==> config.mk <==
export PLATFORM = sky130hd
export DESIGN_NAME = pe_block_sequencer_flat
export DESIGN_NICKNAME = d
export VERILOG_FILES = /design/src/rtl/pe_block_sequencer_if.sv /design/src/rtl/pe_block_sequencer.sv /design/src/flat_wrapper.sv
export SDC_FILE = /design/constraint.sdc
export NUM_CORES = 1
export LEC_CHECK = 0
export CORE_AREA = 2 2 465 467
export DETAILED_ROUTE_END_ITERATION = 7
export DIE_AREA = 0 0 467 469
export GPL_TIMING_DRIVEN = 0
export PLACE_DENSITY_LB_ADDON = 0.05
export SETUP_SLACK_MARGIN = 0.3
export SLEW_MARGIN = 20
export SYNTH_ARGS = -nofsm -noshare
export SYNTH_HDL_FRONTEND = slang
export SYNTH_SLANG_ARGS = --single-unit
==> constraint.sdc <==
create_clock -name clk -period 2.7 [get_ports clk]
set_input_delay 0.405 -clock clk [delete_from_list [all_inputs] [get_ports clk]]
set_output_delay 0.405 -clock clk [all_outputs]
set_load 0.01 [all_outputs]
==> src/rtl/pe_block_sequencer_if.sv <==
// Block stream from the PE controller and finished-sum stream toward CNV.
// The master side produces blocks and consumes sums; the slave side is the sequencer.
interface pe_block_sequencer_if #(
    parameter int DATA_WIDTH  = 8,
    parameter int BLOCK_DEPTH = 32,
    parameter int PSUM_WIDTH  = 15
);
    logic                                    In_Vld;
    logic                                    In_Rdy;
    logic                                    In_First;
    logic                                    In_Last;
    logic [BLOCK_DEPTH-1:0]                  In_FlgAct;
    logic [BLOCK_DEPTH-1:0][DATA_WIDTH-1:0]  In_Act;
    logic [BLOCK_DEPTH-1:0]                  In_FlgWei;
    logic [BLOCK_DEPTH-1:0][DATA_WIDTH-1:0]  In_Wei;
    logic                                    Out_Vld;
    logic                                    Out_Rdy;
    logic [PSUM_WIDTH-1:0]                   Out_Mac;

    modport master (
        output In_Vld, In_First, In_Last, In_FlgAct, In_Act, In_FlgWei, In_Wei, Out_Rdy,
        input  In_Rdy, Out_Vld, Out_Mac
    );

    modport slave (
        input  In_Vld, In_First, In_Last, In_FlgAct, In_Act, In_FlgWei, In_Wei, Out_Rdy,
        output In_Rdy, Out_Vld, Out_Mac
    );
endinterface

==> src/rtl/pe_block_sequencer.sv <==
// Double-buffers Act/Wei blocks for one MACAW lane, chains partial sums across the
// blocks of an output point and hands each finished sum to CNV.
module pe_block_sequencer #(
    parameter int DATA_WIDTH  = 8,
    parameter int BLOCK_DEPTH = 32,
    parameter int PSUM_WIDTH  = 15
) (
    input  logic                                   clk,
    input  logic                                   rst_n,
    pe_block_sequencer_if.slave                    blk,
    output logic                                   PECMAC_Sta,
    output logic [BLOCK_DEPTH-1:0]                 PECMAC_FlgAct,
    output logic [BLOCK_DEPTH-1:0][DATA_WIDTH-1:0] PECMAC_Act,
    output logic [BLOCK_DEPTH-1:0]                 PECMAC_FlgWei,
    output logic [BLOCK_DEPTH-1:0][DATA_WIDTH-1:0] PECMAC_Wei,
    output logic [PSUM_WIDTH-1:0]                  MACMAC_Mac,
    input  logic                                   MACPEC_Fnh,
    input  logic [PSUM_WIDTH-1:0]                  MACCNV_Mac,
    output logic                                   Busy
);
    typedef enum logic [2:0] {IDLE, START, WAIT, DRAIN, OUT} state_t;

    typedef struct packed {
        logic                                   first;
        logic                                   last;
        logic [BLOCK_DEPTH-1:0]                 fa;
        logic [BLOCK_DEPTH-1:0][DATA_WIDTH-1:0] act;
        logic [BLOCK_DEPTH-1:0]                 fw;
        logic [BLOCK_DEPTH-1:0][DATA_WIDTH-1:0] wei;
    } blk_t;

    state_t                state;
    blk_t                  slot;
    blk_t                  in_blk;
    logic                  full;
    logic                  cur_last;
    logic [PSUM_WIDTH-1:0] acc;
    logic                  out_vld_q;
    logic [PSUM_WIDTH-1:0] out_mac_q;
    logic                  wr;
    logic                  pop;
    logic [PSUM_WIDTH-1:0] reload_base;

    assign in_blk = {blk.In_First, blk.In_Last, blk.In_FlgAct, blk.In_Act,
                     blk.In_FlgWei, blk.In_Wei};

    // In_Rdy is forced low while reset is asserted, otherwise it just mirrors slot space.
    assign blk.In_Rdy  = rst_n & ~full;
    assign blk.Out_Vld = out_vld_q;
    assign blk.Out_Mac = out_mac_q;
    assign Busy        = (state != IDLE) | full;

    assign wr  = blk.In_Vld & blk.In_Rdy;
    // A pop is always a reload of the operand regs and launches the next START.
    assign pop = full & ((state == IDLE) |
                         ((state == DRAIN) & ~cur_last) |
                         ((state == OUT) & blk.Out_Rdy));
    // In DRAIN the sum being retired is still on MACCNV_Mac, not yet in acc.
    assign reload_base = (state == DRAIN) ? MACCNV_Mac : acc;

    always_ff @(posedge clk or negedge rst_n) begin
        if (!rst_n) begin
            state         <= IDLE;
            slot          <= '0;
            full          <= 1'b0;
            cur_last      <= 1'b0;
            acc           <= '0;
            PECMAC_Sta    <= 1'b0;
            PECMAC_FlgAct <= '0;
            PECMAC_Act    <= '0;
            PECMAC_FlgWei <= '0;
            PECMAC_Wei    <= '0;
            MACMAC_Mac    <= '0;
            out_vld_q     <= 1'b0;
            out_mac_q     <= '0;
        end else begin
            PECMAC_Sta <= pop;

            if (wr) begin
                slot <= in_blk;
                full <= 1'b1;
            end else if (pop) begin
                full <= 1'b0;
            end

            if (pop) begin
                PECMAC_FlgAct <= slot.fa;
                PECMAC_Act    <= slot.act;
                PECMAC_FlgWei <= slot.fw;
                PECMAC_Wei    <= slot.wei;
                cur_last      <= slot.last;
                MACMAC_Mac    <= slot.first ? '0 : reload_base;
            end

            case (state)
                IDLE:  if (full) state <= START;
                START: state <= WAIT;
                WAIT:  if (MACPEC_Fnh) state <= DRAIN;
                DRAIN: begin
                    acc <= MACCNV_Mac;
                    if (cur_last) begin
                        out_vld_q <= 1'b1;
                        out_mac_q <= MACCNV_Mac;
                        state     <= OUT;
                    end else begin
                        state <= full ? START : IDLE;
                    end
                end
                OUT: if (blk.Out_Rdy) begin
                    out_vld_q <= 1'b0;
                    state     <= full ? START : IDLE;
                end
                default: state <= IDLE;
            endcase
        end
    end
endmodule
==> src/flat_wrapper.sv <==
// flat-port wrapper written by rule: the top's interface ports become plain ports
module pe_block_sequencer_flat 
#(
    parameter int DATA_WIDTH  = 8,
    parameter int BLOCK_DEPTH = 32,
    parameter int PSUM_WIDTH  = 15
)
  (clk, rst_n, PECMAC_Sta, PECMAC_FlgAct, PECMAC_Act, PECMAC_FlgWei, PECMAC_Wei, MACMAC_Mac, MACPEC_Fnh, MACCNV_Mac, Busy, blk_In_Vld, blk_In_First, blk_In_Last, blk_In_FlgAct, blk_In_Act, blk_In_FlgWei, blk_In_Wei, blk_Out_Rdy, blk_In_Rdy, blk_Out_Vld, blk_Out_Mac);
  pe_block_sequencer_if #(.DATA_WIDTH(DATA_WIDTH), .BLOCK_DEPTH(BLOCK_DEPTH), .PSUM_WIDTH(PSUM_WIDTH)) blk_i ();
  input  logic clk;
  input  logic rst_n;
  output logic PECMAC_Sta;
  output logic [BLOCK_DEPTH-1:0] PECMAC_FlgAct;
  output logic [BLOCK_DEPTH-1:0][DATA_WIDTH-1:0] PECMAC_Act;
  output logic [BLOCK_DEPTH-1:0] PECMAC_FlgWei;
  output logic [BLOCK_DEPTH-1:0][DATA_WIDTH-1:0] PECMAC_Wei;
  output logic [PSUM_WIDTH-1:0] MACMAC_Mac;
  input  logic MACPEC_Fnh;
  input  logic [PSUM_WIDTH-1:0] MACCNV_Mac;
  output logic Busy;
  input wire logic [$bits(blk_i.In_Vld)-1:0] blk_In_Vld;
  input wire logic [$bits(blk_i.In_First)-1:0] blk_In_First;
  input wire logic [$bits(blk_i.In_Last)-1:0] blk_In_Last;
  input wire logic [$bits(blk_i.In_FlgAct)-1:0] blk_In_FlgAct;
  input wire logic [$bits(blk_i.In_Act)-1:0] blk_In_Act;
  input wire logic [$bits(blk_i.In_FlgWei)-1:0] blk_In_FlgWei;
  input wire logic [$bits(blk_i.In_Wei)-1:0] blk_In_Wei;
  input wire logic [$bits(blk_i.Out_Rdy)-1:0] blk_Out_Rdy;
  output wire logic [$bits(blk_i.In_Rdy)-1:0] blk_In_Rdy;
  output wire logic [$bits(blk_i.Out_Vld)-1:0] blk_Out_Vld;
  output wire logic [$bits(blk_i.Out_Mac)-1:0] blk_Out_Mac;
  assign blk_i.In_Vld = blk_In_Vld;
  assign blk_i.In_First = blk_In_First;
  assign blk_i.In_Last = blk_In_Last;
  assign blk_i.In_FlgAct = blk_In_FlgAct;
  assign blk_i.In_Act = blk_In_Act;
  assign blk_i.In_FlgWei = blk_In_FlgWei;
  assign blk_i.In_Wei = blk_In_Wei;
  assign blk_i.Out_Rdy = blk_Out_Rdy;
  assign blk_In_Rdy = blk_i.In_Rdy;
  assign blk_Out_Vld = blk_i.Out_Vld;
  assign blk_Out_Mac = blk_i.Out_Mac;
  pe_block_sequencer #(.DATA_WIDTH(DATA_WIDTH), .BLOCK_DEPTH(BLOCK_DEPTH), .PSUM_WIDTH(PSUM_WIDTH)) u_core (.clk(clk), .rst_n(rst_n), .blk(blk_i), .PECMAC_Sta(PECMAC_Sta), .PECMAC_FlgAct(PECMAC_FlgAct), .PECMAC_Act(PECMAC_Act), .PECMAC_FlgWei(PECMAC_FlgWei), .PECMAC_Wei(PECMAC_Wei), .MACMAC_Mac(MACMAC_Mac), .MACPEC_Fnh(MACPEC_Fnh), .MACCNV_Mac(MACCNV_Mac), .Busy(Busy));
endmodule
# Yosys cells after proc, flatten, opt, wreduce, memory -nomap -nowiden

Index checks and enable logic that the tools add are counted.
W data, S select, Z words.

Reductions and logical operators: 7
Eq/ne operators: 8
Mux-type cells: 13
Bitwise logic cells: 10

Operators by type and width:

| kind                 | count |
|---|---|
| $mux W15             | 2 |
| $pmux W3 S5          | 1 |
| $mux W3              | 4 |
| $eq A3 B2 Y1 const B | 2 |
| $reduce_and A3 Y1    | 2 |
| $and A1 B1 Y1        | 5 |
| $mux W1              | 5 |
| $ne A2 B1 Y1 const B | 2 |
| $ne A2 B2 Y1 const B | 2 |
| $reduce_bool A2 Y1   | 2 |
| $eq A3 B1 Y1 const B | 1 |
| $eq A3 B3 Y1 const B | 1 |
| $logic_not A3 Y1     | 1 |
| $or A1 B1 Y1         | 3 |
| $reduce_bool A3 Y1   | 1 |
| $not A1 Y1           | 2 |
| $pmux W1 S2          | 1 |
| $reduce_and A2 Y1    | 1 |

Output and inout bits: 610
Register bits after elaboration: 1206
Logic and storage cells: 180
Input port bits: 598

# Depth between registers and ports, before layout

Depth in word-level cells: 7
Mapped depth: 7
Gate-level depth less buffers: 5

# Worst setup path after synthesis

No wires, ideal clock.

Kind: register -> register
Start point: reg u_core.state[1]
End point: reg u_core.PECMAC_Act[10] (netlist bit)
Path buffers: 2
Required time: 2.575 ns
Period minus slack after synthesis: 1.911 ns
Library setup time: 0.125 ns
Cell stages (with the launch flop): 7
Data arrival time: 1.786 ns
Slack: 0.789 ns
Path through: dfrtp_1 -> buf_2 -> o32ai_4 -> nand2_4 -> inv_2 -> buf_4 -> mux2_2

Longest elaborated chain between the ends: 5
Elaborated cells between the ends (all ways): 8
Classes of those cells: eq/ne: 2; bitwise: 5; reduce/logical: 1

Ends and longest elaborated chain:

| element                | line                      | RTL |
|---|---|---|
| from (decl)            | pe_block_sequencer.sv:32  | `state_t state;` |
| from (signal assigned) | pe_block_sequencer.sv:106 | `state <= full ? START : IDLE;` |
| from (signal assigned) | pe_block_sequencer.sv:111 | `state <= full ? START : IDLE;` |
| $eq A3 B2 Y1           | pe_block_sequencer.sv:56  | `((state == DRAIN) & ~cur_last) \|` |
| $and A1 B1 Y1          | pe_block_sequencer.sv:56  |  |
| $or A1 B1 Y1           | pe_block_sequencer.sv:55  | `assign pop = full & ((state == IDLE) \|` |
| $or A1 B1 Y1 (*)       | pe_block_sequencer.sv:56  |  |
| $and A1 B1 Y1 (*)      | pe_block_sequencer.sv:55  |  |
| to (signal assigned)   | pe_block_sequencer.sv:88  | `PECMAC_Act <= slot.act;` |
| to (decl)              | pe_block_sequencer.sv:13  | `output logic [BLOCK_DEPTH-1:0][DATA_WIDTH-1:0] PECMAC_Act,` |

Mark *: on every way between the ends. The rest lies on a longest branch, timed or not.
A chain may end at the register's enable or synchronous reset.

# Worst setup path in the final report

Start point: reg u_core.state[1]
End point: out Busy

Longest elaborated chain between the ends: 2

Ends and longest elaborated chain:

| element            | line                     | RTL |
|---|---|---|
| $reduce_bool A3 Y1 | pe_block_sequencer.sv:51 | `assign Busy = (state != IDLE) \| full;` |
| $or A1 B1 Y1       | pe_block_sequencer.sv:51 |  |
| to (decl)          | flat_wrapper.sv:20       | `output logic Busy;` |

Every way passes these cells.

==> flow_metrics.tcl <==
set metrics [dict create \
    yosysWarnings 0 \
    grt_max_degree 127 \
    worst_path_largest_cell_delay_ns 0.51 \
    vdd_drop_max_mv 0.636 \
    gp_congestion 0.757 \
    pin_count 1208 \
    row_count 170 \
    routed_via_density 3.94 \
    synth_compound_area_share_pct 0.507 \
    post_synth_num_cell_types 28 \
    crit-reg2reg-launch "u_core.state[0]" \
    status "finished, final reports clean" \
    cts_root_buf "clkbuf_16" \
    grtUsageTotal_pct 16.2 \
    startpoint_type "flip-flop" \
    crit_chain "buf_6 > or4_4 > buf_6" \
    grt_pass1_wl_um 248000 \
    grt_antenna_before_repair 122 \
    first_pass_iters 4 \
    dieArea_mm2 0.219 \
    drc_errors 0 \
    synth-xor-area-share_pct 0.0196 \
    worstRegToRegCells 8 \
    cts_sinks 1206 \
    wl_per_cell_um 26.0 \
    cp_max_fo 8 \
    dieWidth_um 467 \
    hpwl_um 136000 \
    die_h_um 469 \
    clk_path_buf_depth 3 \
    crit_path_end_kind "output pin" \
    drt-total-wl_um 181000 \
    clock_latency_ns 0.81 \
    synth-seq-cells 1206 \
    hold_class "in -> async" \
    start_util_pct 20.9 \
    detail_route.iter0.violations 926 \
    finalMaxSlewViolations 0 \
    port_buffers 1207 \
    antenna_left 0 \
    synth.area.mux_share_pct 29.8 \
    reg2reg_setup_slack_ns 0.44 \
    fin_tns_setup_ns 0 \
    grt_setup_unrepaired "yes" \
    cap_violations 0 \
    overflow 0 \
    area_delta_synth_final_pct 48.9 \
    post-route-min-period_ns 2.39 \
    synth-seq-area-share_pct 67.5 \
    avgSynthCellArea_um2 17.4 \
    synth_simple_gate_area_share_pct 0.227 \
    yosys.area_share.adder_pct 0 \
    drive_gt1_share_pct 25.5 \
    worst_slew_pin_slew_ns 0.860 \
    leakage_uw 0.0277 \
    worstReg2RegEnd "u_core.PECMAC_Act[36]" \
    grt_pass1_vias 29491 \
    power_per_cell_area_mw_per_mm2 1230 \
    fin_nets 4576 \
    multi_input_area_mm2 0.0137 \
    htreeDepth 4 \
    syn_area_mm2 0.0447 \
    skew_ns 0.0410 \
    slew_headroom_pct 42.5 \
    setup_viol 0 \
    slowest_stage "or4_4" \
    cp_common_cell "buf_6" \
    netlist_instances 2568 \
    whs_ns 0.0820 \
    cts_tree "yes" \
    post-place-ws_ns -2.38 \
    fillCellCount 21359 \
    core_area_mm2 0.214 \
    finalHoldViolCount 0 \
    path_class "reg -> out" \
    layout_setup_ws_ns 0.310 \
    seq_area_mm2 0.0302 \
    crit_required_ns 2.30 \
    synth_top_family_by_area "multiplexers" \
    arrival_ns 1.99 \
    route.vias.total 27410 \
    numCtsBuffers 154 \
    fin_crit_sh_pct 88.5 \
    syn_nets 3166 \
    path_clk_slew_ns 0.05 \
    fmax_mhz 418 \
]
Yosys cell counts:
library cell | instances | area (µm²)
nand3b_4 | 1 | 20.0
nand2_1 | 2 | 7.51
dfrtp_1 | 1206 | 30200
mux2_1 | 535 | 6020
nand4_1 | 1 | 6.26
buf_2 | 55 | 275
buf_1 | 7 | 26.3
nand2_4 | 1 | 11.3
xnor2_1 | 1 | 8.76
mux2_2 | 650 | 7320
buf_6 | 8 | 90.1
nor2_1 | 4 | 15.0
buf_4 | 54 | 405
o22a_1 | 1 | 8.76
o41ai_1 | 1 | 8.76
nand2b_1 | 1 | 6.26
a31oi_1 | 1 | 6.26
inv_1 | 2 | 7.51
a32o_1 | 15 | 150
or4_1 | 1 | 7.51
clkbuf_1 | 10 | 37.5
o21ai_0 | 1 | 5.00
nand3b_1 | 1 | 7.51
inv_2 | 1 | 3.75
nor3b_1 | 1 | 7.51
a21oi_1 | 4 | 20.0
nor2b_1 | 2 | 12.5
o32ai_4 | 1 | 27.5
logic make-up after synthesis:
| kind of cell | Yosys count |
|---|---|
| mux | 1185 |
| compound gates | 24 |
| buf+inv | 137 |
| flops | 1206 |
| simple gates | 15 |
| xor+xnor | 1 |
metal layers:
metal / wire, µm / part of all wire, % / track usage [%] / vias to the layer above
met5: 571 / 0.32 / 0 / -
met4: 4680 / 2.6 / 4.77 / 94
met3: 19400 / 11 / 8.19 / 384
met2: 88700 / 49 / 27.3 / 983
met1: 68000 / 37 / 17.9 / 13935
li1: - / - / - / 12014
final cells by class:
| cell class | count | share of cell area, % |
|---|---|---|
| Antenna cell | 25 | 0.0940 |
| Buffer | 134 | 1.45 |
| Clock buffer | 247 | 6.92 |
| Clock inverter | 29 | 0.491 |
| Inverter | 3 | 0.0188 |
| Multi-Input combinational cell | 1225 | 20.6 |
| Sequential cell | 1206 | 45.3 |
| Tap cell | 2838 | 5.33 |
| Timing Repair Buffer | 1254 | 19.8 |
state kept, by name, summed over array words and instances, names as in the netlist:
| signal | cells |
|---|---|
| u_core.MACMAC_Mac | 15 |
| u_core.PECMAC_Act | 256 |
| u_core.PECMAC_FlgAct | 32 |
| u_core.PECMAC_FlgWei | 32 |
| u_core.PECMAC_Sta | 1 |
| u_core.PECMAC_Wei | 256 |
| u_core.acc | 15 |
| u_core.blk.Out_Mac | 15 |
| u_core.blk.Out_Vld | 1 |
| u_core.cur_last | 1 |
| u_core.full | 1 |
| u_core.slot | 578 |
| u_core.state | 3 |
cell usage in the layout (no fill, tap or decap), types with 22 or more instances in the layout:
cell,Yosys,routed
buf_4,54,86
clkbuf_8,0,34
clkbuf_16,0,159
mux2_1,535,535
mux2_2,650,650
buf_2,55,22
clkbuf_1,10,61
clkdlybuf4s50_1,0,1191
diode_2,0,25
dfrtp_1,1206,1206
how the worst max path moves through the flow:
| stage | start | cells past startpoint | slack [ns] | to |
|---|---|---|---|---|
| 3_5_place_dp | rst_n | 10 | -2.38 | u_core.slot[446] |
| 5_1_grt | u_core.state[1] | 3 | 0.22 | Busy |
| 3_3_place_gp | rst_n | 1 | -61.54 | u_core.slot[384] |
| 2_1_floorplan | u_core.state[1] | 6 | 0.79 | u_core.PECMAC_Act[10] |
| 6_report | u_core.state[1] | 3 | 0.31 | Busy |
| 4_1_cts | u_core.state[1] | 3 | 0.13 | Busy |
stage by stage:
step | total power [µW] | utilization (%) | cell area, µm² | cells
after CTS | 84100 | 31.0 | 66400 | 6930
after global placement | 62100 | 28.2 | 60300 | 6613
final | 82000 | 31.1 | 66600 | 6961
after detailed placement | 62700 | 28.4 | 60600 | 6623
after global routing | 87200 | 31.1 | 66500 | 6943
after floorplan | 44500 | - | 44700 | 2568
critical path, delay by kind of cell (launching register included):
family | cells | cell delay [ns]
flops | 1 | 0.39
simple gates | 1 | 0.51
buf+inv | 2 | 0.29
where the power goes:
part	switching, µW	internal, µW	total (µW)	leakage, µW
Sequential	4280	27000	31300	0.0142
Combinational	13500	17000	30400	0.0110
Clock	8390	11900	20300	0.00241
repair_timing:
item,4_1_cts,5_1_grt
hold buffers,19,1
cloned,10,1
gates resized for setup,52,27
setup buffers,2,5
pin swaps,1,1
endpoints found under the hold margin,453,97
setup endpoints to repair,1179,193
No activity file was read; power rests on OpenSTA's default activity.
==> patch, RTL diff (same flow settings) <==
`DATA_WIDTH` is set to 8 in 3 places; all go to 6.
--- a/src/rtl/pe_block_sequencer_if.sv
+++ b/src/rtl/pe_block_sequencer_if.sv
@@ -3,3 +3,3 @@
 interface pe_block_sequencer_if #(
-    parameter int DATA_WIDTH  = 8,
+    parameter int DATA_WIDTH  = 6,
     parameter int BLOCK_DEPTH = 32,
--- a/src/rtl/pe_block_sequencer.sv
+++ b/src/rtl/pe_block_sequencer.sv
@@ -3,3 +3,3 @@
 module pe_block_sequencer #(
-    parameter int DATA_WIDTH  = 8,
+    parameter int DATA_WIDTH  = 6,
     parameter int BLOCK_DEPTH = 32,
--- a/src/flat_wrapper.sv
+++ b/src/flat_wrapper.sv
@@ -3,3 +3,3 @@
 #(
-    parameter int DATA_WIDTH  = 8,
+    parameter int DATA_WIDTH  = 6,
     parameter int BLOCK_DEPTH = 32,
Interface: changed (resized PECMAC_Act, PECMAC_Wei, blk_In_Act and blk_In_Wei); port bits go from 1208 to 952. The function was not compared with the original's and may differ.
==> patch against the unedited design <==
- sequential cell count down 256
- via count down 21%
- final area down 20%
- power down 17%
- area after synthesis down 20%
- worst setup slack better by 0.059 ns
- sequential power down 20%
- clock power down 15%
- routed wire length down 22%
- largest power group is now combinational logic
==> patch: results <==
set metrics [dict create \
    run_status "finished, final reports clean" \
    crit-reg2reg-capture "u_core.PECMAC_Wei[186]" \
    maxSlewHeadroom_pct 44.70 \
    layout_skew_ns 0.02838 \
    dr.first_iter.drc_count 663 \
    number_of_global_route_vias_before_repair 24800 \
    commonest_cells_post_synth "dfrtp_1, mux2_2, mux2_4" \
    synth_seq_area_share_pct 66.81 \
    buffer_ports.inserted 951 \
    number_of_antenna_violations_at_the_first_check_in_global_routing 85 \
    final_net_count 3608 \
    number_of_nets_in_the_synthesized_netlist 2498 \
    grt_max_degree 132 \
    post_route_cells_drive_above_1_share_pct 36.86 \
    synth-compound-area-share_pct 0.6365 \
    power.static_leakage_nw 22.17 \
    yosys.area_share.xor_xnor_pct 0.02462 \
    route.vias.total 21780 \
    post_drt_wl_per_cell_microns 23.14 \
    routabilityCongestion 0.7782 \
    inserted_clock_buffers 130 \
    cp.arrival_ns 1.93 \
    power.ir.vdd_worst_mv 0.5801 \
    synthMuxAreaShare_pct 30.46 \
    worstRegToRegCells 7 \
    dr.pass1.iters 6 \
    synth_top_cells_by_area "dfrtp_1, mux2_2, mux2_4" \
    reg.largest.list "u_core.slot (450), u_core.PECMAC_Act (192), u_core.PECMAC_Wei (192)" \
    critical_path_peak_fanout 4 \
    net-switching-power_mw 21.09 \
    grt_usage_pct 12.59 \
    crit-reg2reg-launch "u_core.state[2]" \
]
patch: cell types whose count changed after synthesis, sizes merged:
cell    change
buf        -33
dfrtp     -256
mux2      -256
clkbuf      +5
patch: per-stage QoR:
stage          hold slack [ns]  setup TNS (ns)  cell area, sq um  std cells  setup WS, ns
5_1_grt                0.08142               0             53500       6078        0.2679
3_5_place_dp            0.2677         -483.01             48910       5826        -1.088
2_1_floorplan           0.1094               0             35580       2028        0.7564
6_report               0.06267               0             53550       6096        0.3693
4_1_cts                -0.4956               0             53300       6064        0.2625
3_3_place_gp            0.4618               -             48650       5817        -43.93
patch: how the worst max path moves through the flow:
stage	cells past startpoint	from	to
after floorplan	7	u_core.state[1]	u_core.PECMAC_Act[10]
after global placement	1	rst_n	u_core.PECMAC_Act[100]
after detailed placement	8	rst_n	u_core.slot[426]
after CTS	3	u_core.state[0]	Busy
after global routing	3	u_core.state[1]	Busy
final	3	u_core.state[0]	Busy
patch: worst max-delay path, stage by stage (launching register included):
cell	delay (ns)
dfrtp_1	0.37
buf_6	0.13
or4_4	0.53
buf_6	0.15
patch: timing repair:
item                                   CTS  global route
endpoints found under the hold margin  247           141
buffers inserted                         5             0
gates cloned                             0             1
hold buffers                             2            10
resized for setup                       40             2
setup endpoints to repair              909           102
pin swaps                                2             0
patch: kinds of logic after synthesis:
family                 count (synthesis)
flip-flops                           950
multiplexers                         929
buffers and inverters                109
AO/OA/AOI/OAI                         24
AND/OR/NAND/NOR                       15
XOR/XNOR                               1
patch: area by class of cell:
| type | count | area (sq um) |
|---|---|---|
| flip-flops and latches | 950 | 23770 |
| inverters | 3 | 15.01 |
| diodes | 21 | 52.55 |
| well taps | 2838 | 3551 |
| fillers | 22060 | 160200 |
| repair buffers | 978 | 10040 |
| multi-input cells | 969 | 11180 |
| clock inverters | 20 | 231.5 |
| clock buffers | 211 | 4005 |
| plain buffers | 106 | 694.4 |
patch: power by group through the flow:
stage          combinational (mW)  clock (mW)  sequential, mW
2_1_floorplan                10.9           0            26.0
3_3_place_gp                 25.6           0            25.0
3_5_place_dp                 26.2           0            25.2
4_1_cts                      26.4        18.1            25.1
5_1_grt                      27.4        18.6            25.9
6_report                     25.6        17.2            25.0
patch: routing by layer:
layer	routed length (microns)	vias to the layer above	GRT usage, %
met2	70030	711	21.65
li1	-	9477	-
met3	15530	281	7.074
met4	3231	92	3.383
met5	577	-	0
met1	51710	11220	13.12
